## config.mk

```make
export PLATFORM = sky130hd
export DESIGN_NAME = lifo_stack_flat
export DESIGN_NICKNAME = d
export VERILOG_FILES = /design/src/rtl/lifo_stack_if.sv /design/src/rtl/lifo_stack.sv /design/src/flat_wrapper.sv
export SDC_FILE = /design/constraint.sdc
export NUM_CORES = 1
export LEC_CHECK = 0
export BUFFER_PORTS_ARGS = -buffer_cell sky130_fd_sc_hd__buf_2
export CAP_MARGIN = 20
export CORE_MARGIN = 4
export CORE_UTILIZATION = 54
export CTS_CLUSTER_SIZE = 20
export DETAILED_ROUTE_END_ITERATION = 12
export PLACE_DENSITY = 0.79
export SLEW_MARGIN = 20
export SYNTH_ARGS = -nofsm -noshare
export SYNTH_HDL_FRONTEND = slang
export SYNTH_SLANG_ARGS = --single-unit
```

## constraint.sdc

```tcl
create_clock -name clk -period 4.6 [get_ports clk]
set_input_delay 0.92 -clock clk [delete_from_list [all_inputs] [get_ports clk]]
set_output_delay 0.92 -clock clk [all_outputs]
set_load 0.01 [all_outputs]
```

## src/rtl/lifo_stack_if.sv

```systemverilog
// Command/status bundle between a stack command issuer and lifo_stack.
// The optional `top` peek signal exists only when LIFO_PEEK_EN is defined.
interface lifo_stack_if #(
  parameter int DATA_W = 8,
  parameter int PTR_W  = 4
);
  logic              push;
  logic              pop;
  logic [DATA_W-1:0] din;
  logic              clr_err;
  logic [DATA_W-1:0] dout;
  logic              dout_valid;
  logic [PTR_W:0]    sp;
  logic              empty;
  logic              full;
  logic              overflow;
  logic              underflow;
`ifdef LIFO_PEEK_EN
  logic [DATA_W-1:0] top;
`endif

  // Command issuer side
  modport master (
    output push, pop, din, clr_err,
    input  dout, dout_valid, sp, empty, full, overflow, underflow
`ifdef LIFO_PEEK_EN
    , input top
`endif
  );

  // Stack storage side
  modport slave (
    input  push, pop, din, clr_err,
    output dout, dout_valid, sp, empty, full, overflow, underflow
`ifdef LIFO_PEEK_EN
    , output top
`endif
  );
endinterface

```

## src/rtl/lifo_stack.sv

```systemverilog
// lifo_stack: register-array LIFO with a PTR_W+1 bit stack pointer (entry
// count), registered pop data, and sticky overflow/underflow flags.
// Define LIFO_PEEK_EN to add a combinational `top` peek output.
module lifo_stack #(
  parameter int DATA_W = 8,
  parameter int DEPTH  = 16,
  parameter int PTR_W  = 4
) (
  input  logic          clk,
  input  logic          reset,   // async, active low
  lifo_stack_if.slave   bus
);

  logic [DATA_W-1:0] mem_q [DEPTH];
  logic [PTR_W:0]    sp_q, sp_d;
  logic [DATA_W-1:0] dout_q, dout_d;
  logic              dv_q, dv_d;
  logic              ovf_q, ovf_d;
  logic              unf_q, unf_d;

  logic              we;
  logic [PTR_W-1:0]  waddr;
  logic [PTR_W-1:0]  top_idx;
  logic              is_empty, is_full;

  assign is_empty = (sp_q == '0);
  assign is_full  = (sp_q == (PTR_W+1)'(DEPTH));
  // Index of the current top entry; meaningless (and unused) while empty.
  assign top_idx  = PTR_W'(sp_q - (PTR_W+1)'(1));

  // Command decode: next pointer, pop data, error flags and write port.
  always_comb begin
    sp_d   = sp_q;
    dout_d = dout_q;
    dv_d   = 1'b0;
    // Clear first so a same-edge error event below overrides it.
    ovf_d  = ovf_q & ~bus.clr_err;
    unf_d  = unf_q & ~bus.clr_err;
    we     = 1'b0;
    waddr  = sp_q[PTR_W-1:0];
    unique case ({bus.push, bus.pop})
      2'b10: begin
        if (is_full) begin
          ovf_d = 1'b1;
        end else begin
          we   = 1'b1;
          sp_d = sp_q + 1'b1;
        end
      end
      2'b01: begin
        if (is_empty) begin
          unf_d = 1'b1;
        end else begin
          dout_d = mem_q[top_idx];
          dv_d   = 1'b1;
          sp_d   = sp_q - 1'b1;
        end
      end
      2'b11: begin
        if (is_empty) begin
          // Nothing to pop: behaves as a plain push into slot 0.
          we    = 1'b1;
          waddr = '0;
          sp_d  = (PTR_W+1)'(1);
        end else begin
          // Replace-top: return old top, overwrite it in place. Legal when full.
          dout_d = mem_q[top_idx];
          dv_d   = 1'b1;
          we     = 1'b1;
          waddr  = top_idx;
        end
      end
      default: ;
    endcase
  end

  // Pointer, output and flag registers; async reset empties the stack.
  always_ff @(posedge clk or negedge reset) begin
    if (!reset) begin
      sp_q   <= '0;
      dout_q <= '0;
      dv_q   <= 1'b0;
      ovf_q  <= 1'b0;
      unf_q  <= 1'b0;
    end else begin
      sp_q   <= sp_d;
      dout_q <= dout_d;
      dv_q   <= dv_d;
      ovf_q  <= ovf_d;
      unf_q  <= unf_d;
    end
  end

  // Storage array write; contents are deliberately not reset.
  always_ff @(posedge clk) begin
    if (we) mem_q[waddr] <= bus.din;
  end

  assign bus.dout       = dout_q;
  assign bus.dout_valid = dv_q;
  assign bus.sp         = sp_q;
  assign bus.empty      = is_empty;
  assign bus.full       = is_full;
  assign bus.overflow   = ovf_q;
  assign bus.underflow  = unf_q;

`ifdef LIFO_PEEK_EN
  assign bus.top = is_empty ? '0 : mem_q[top_idx];
`endif

endmodule

```

## src/flat_wrapper.sv

```systemverilog
// flat-port wrapper written by rule: the top's interface ports become plain ports
module lifo_stack_flat 
#(
  parameter int DATA_W = 8,
  parameter int DEPTH  = 16,
  parameter int PTR_W  = 4
)
  (clk, reset, bus_push, bus_pop, bus_din, bus_clr_err, bus_dout, bus_dout_valid, bus_sp, bus_empty, bus_full, bus_overflow, bus_underflow);
  lifo_stack_if #(.DATA_W(DATA_W), .PTR_W(PTR_W)) bus_i ();
  input  logic clk;
  input  logic reset;
  input wire logic [$bits(bus_i.push)-1:0] bus_push;
  input wire logic [$bits(bus_i.pop)-1:0] bus_pop;
  input wire logic [$bits(bus_i.din)-1:0] bus_din;
  input wire logic [$bits(bus_i.clr_err)-1:0] bus_clr_err;
  output wire logic [$bits(bus_i.dout)-1:0] bus_dout;
  output wire logic [$bits(bus_i.dout_valid)-1:0] bus_dout_valid;
  output wire logic [$bits(bus_i.sp)-1:0] bus_sp;
  output wire logic [$bits(bus_i.empty)-1:0] bus_empty;
  output wire logic [$bits(bus_i.full)-1:0] bus_full;
  output wire logic [$bits(bus_i.overflow)-1:0] bus_overflow;
  output wire logic [$bits(bus_i.underflow)-1:0] bus_underflow;
  assign bus_i.push = bus_push;
  assign bus_i.pop = bus_pop;
  assign bus_i.din = bus_din;
  assign bus_i.clr_err = bus_clr_err;
  assign bus_dout = bus_i.dout;
  assign bus_dout_valid = bus_i.dout_valid;
  assign bus_sp = bus_i.sp;
  assign bus_empty = bus_i.empty;
  assign bus_full = bus_i.full;
  assign bus_overflow = bus_i.overflow;
  assign bus_underflow = bus_i.underflow;
  lifo_stack #(.DATA_W(DATA_W), .DEPTH(DEPTH), .PTR_W(PTR_W)) u_core (.clk(clk), .reset(reset), .bus(bus_i));
endmodule
```

==> qor.yml <==
antennaDiodeCount: 0
r2r-end: "u_core.mem_q[1][2]"
layout_common_cells: "128 x edfxtp_1, 73 x mux2i_1, 66 x nand3_1"
peakVddDrop_mv: 0.770
io_buffer_count: 30
clkSinkCount: 144
holdCritPathClass: "in2async"
drc: 0
layout_commonest_cell: "edfxtp_1"
slew_violations: 0
cts-resized-gates: 0
final_nets: 477
cts_made_buffers: 17
root_buffer: "clkbuf_16"
reg2reg_depth: 8
r2r_start: "u_core.bus.sp[0]"
syn_area_um2: 6220
overflow: 0
post-route-min-period_ns: 3.42
setup_viol: 0
crit_slowest_cell: "inv_2"
hold_viol_final: 0
io_pins: 31
core_um2: 11100
die_y_um: 115
row_count: 38
endpoint_kind: "output port"
crit_chain: "inv_2 -> ha_4 -> nor3b_2 -> nand2_1 -> inv_1 -> buf_2"
die_x_um: 115
dp_hpwl_um: 8190
max_freq_ghz: 0.293
post_route_cells_drive_above_1_share_pct: 15.6
drt_iter0_drc: 463
critPathKind: "reg2out"
reg2reg_slack_ns: 1.23
clockBufferDepth: 2
ys_seq_area_share_pct: 68.2
critPathMaxFanout: 37
grt_pass1_wl_um: 19900
wl_per_cell_um: 21.1
syn2layout_area_growth_pct: 13.0
post_cts_buffers: 0
cts_hold_buf: 0
initial_utilization_pct: 56.2
syn_nets: 456
antenna_found_initial: 0
grt_start_max_net_pins: 51
relSlewSlack_pct: 44.0
htree_num_levels: 4
clk_pin_slew_ns: 0.06
status: "finished, final reports clean"
ant_nets: 0
vias: 3757
critPathBufInv: 3
grtUsageTotal_pct: 20.4
finalCritPeriodShare_pct: 74.3
finalPower_w: 0.00503
worstMarginPinSlew_ns: 0.836
syn_inst: 441
die-area_um2: 13300
cp_data_arrival_time_ns: 2.50
drt_wl_total_um: 13000
skew_ns: 0.00594
crit_path_start_kind: "flip-flop"
place_congestion: 0.883
maxCapViolations: 0
crit_family: "buffers and inverters"
power_density_nw_per_um2: 716
avgSynthCellArea_um2: 14.1
slowest_delay_ns: 0.47
synth_seq_cells: 144
tns_ns: 0
clk_latency_ns: 0.42
yosysWarnings: 0
grt_pass1_vias: 3585
cts_tree: "yes"
vias_per_cell: 6.11
worst_ep_required_time_ns: 3.68
dr.pass1.iters: 5
power.leakage_nw: 2.58
rsz0062_at_grt: "no"
yosysUniqueCellTypes: 42
## area by class of cell
type | instances | area (µm²)
Tap cell | 140 | 175
Timing Repair Buffer | 34 | 180
Sequential cell | 144 | 4240
Fill cell | 799 | 4050
Multi-Input combinational cell | 258 | 1840
Inverter | 7 | 26.3
Clock inverter | 14 | 143
Clock buffer | 18 | 429
## cell usage after synthesis (all sizes together)
cell / n / share of area, %
o31a: 1 / 0.14
nand3: 66 / 5.3
clkbuf: 15 / 0.92
a32o: 1 / 0.16
and4: 16 / 2.3
nand4b: 1 / 0.38
dfrtp: 16 / 6.4
nor2: 21 / 1.3
a211oi: 1 / 0.20
a32oi: 1 / 0.14
a31oi: 2 / 0.20
ha: 2 / 0.40
o22ai: 3 / 0.30
inv: 7 / 0.42
nand3b: 2 / 0.24
nor2b: 3 / 0.30
nand2b: 3 / 0.30
a21oi: 7 / 0.56
o21a: 1 / 0.12
nand4: 1 / 0.10
o21ai: 15 / 1.2
nor3b: 2 / 0.32
nor4b: 1 / 0.14
buf: 17 / 1.4
xor2: 1 / 0.14
or4b: 1 / 0.16
nor3: 3 / 0.42
nor4: 2 / 0.20
nand2: 20 / 1.2
edfxtp: 128 / 62
mux2i: 73 / 12
and2: 2 / 0.20
or2: 1 / 0.10
a22o: 1 / 0.14
xnor2: 4 / 0.68
## state kept, by name, indices dropped and copies added (netlist names)
name,flops
u_core.bus.dout_valid,1
u_core.bus.sp,5
u_core.bus.underflow,1
u_core.mem_q,128
u_core.bus.overflow,1
u_core.bus.dout,8
## cell families after synthesis
kind of cell / after synthesis / synth area share (%)
buf+inv: 39 / 2.75
compound gates: 33 / 3.18
simple gates: 145 / 12.9
xor+xnor: 5 / 0.824
fa+ha+maj: 2 / 0.402
mux: 73 / 11.7
flops: 144 / 68.2
## routing by layer
layer  global-route usage, %  up-vias  wire [µm]
met5                       0        -          0
met4                    9.39        0        371
met3                    4.63       32        847
met2                    28.8      168       5690
met1                    30.4     1840       6070
li1                        -     1717          -
## worst reg2reg max path, cell delays in order (launching register included)
cell,delay (ns)
dfrtp_1,0.39
inv_2,0.47
ha_4,0.29
nor3b_2,0.35
nand2_1,0.19
inv_1,0.22
o31a_1,0.23
nand4_1,0.23
nor2_1,0.65
## through the flow
step                      hold slack, ns  util, %  area (µm²)  worst slack (ns)  std cells
after detailed placement           0.470     58.3        6460              1.33        583
after global placement             0.458     58.3        6460              1.43        583
after global routing               0.425     63.5        7030             0.986        615
final                              0.405     63.5        7030              1.18        615
after CTS                          0.406     63.5        7030              1.21        615
after floorplan                    0.516        -        6220              1.53        441
## worst max-delay path by stage
stage	from	endpoint	slack [ns]	cells after the start
6_report	u_core.bus.sp[0]	bus_empty	1.18	6
5_1_grt	u_core.bus.sp[0]	u_core.mem_q[3][2]	0.99	8
4_1_cts	u_core.bus.sp[0]	bus_empty	1.21	6
3_5_place_dp	u_core.bus.sp[0]	u_core.mem_q[1][0]	1.33	8
3_3_place_gp	bus_push	u_core.mem_q[14][6]	1.43	5
2_1_floorplan	u_core.bus.sp[0]	u_core.mem_q[0][0]	1.53	11
## power by group
part           total (W)  internal [W]  switching (W)
registers        0.00170       0.00160       0.000100
logic            0.00202      0.000795        0.00123
clock network    0.00132      0.000794       0.000522
Power figures use the tool's default switching activity.
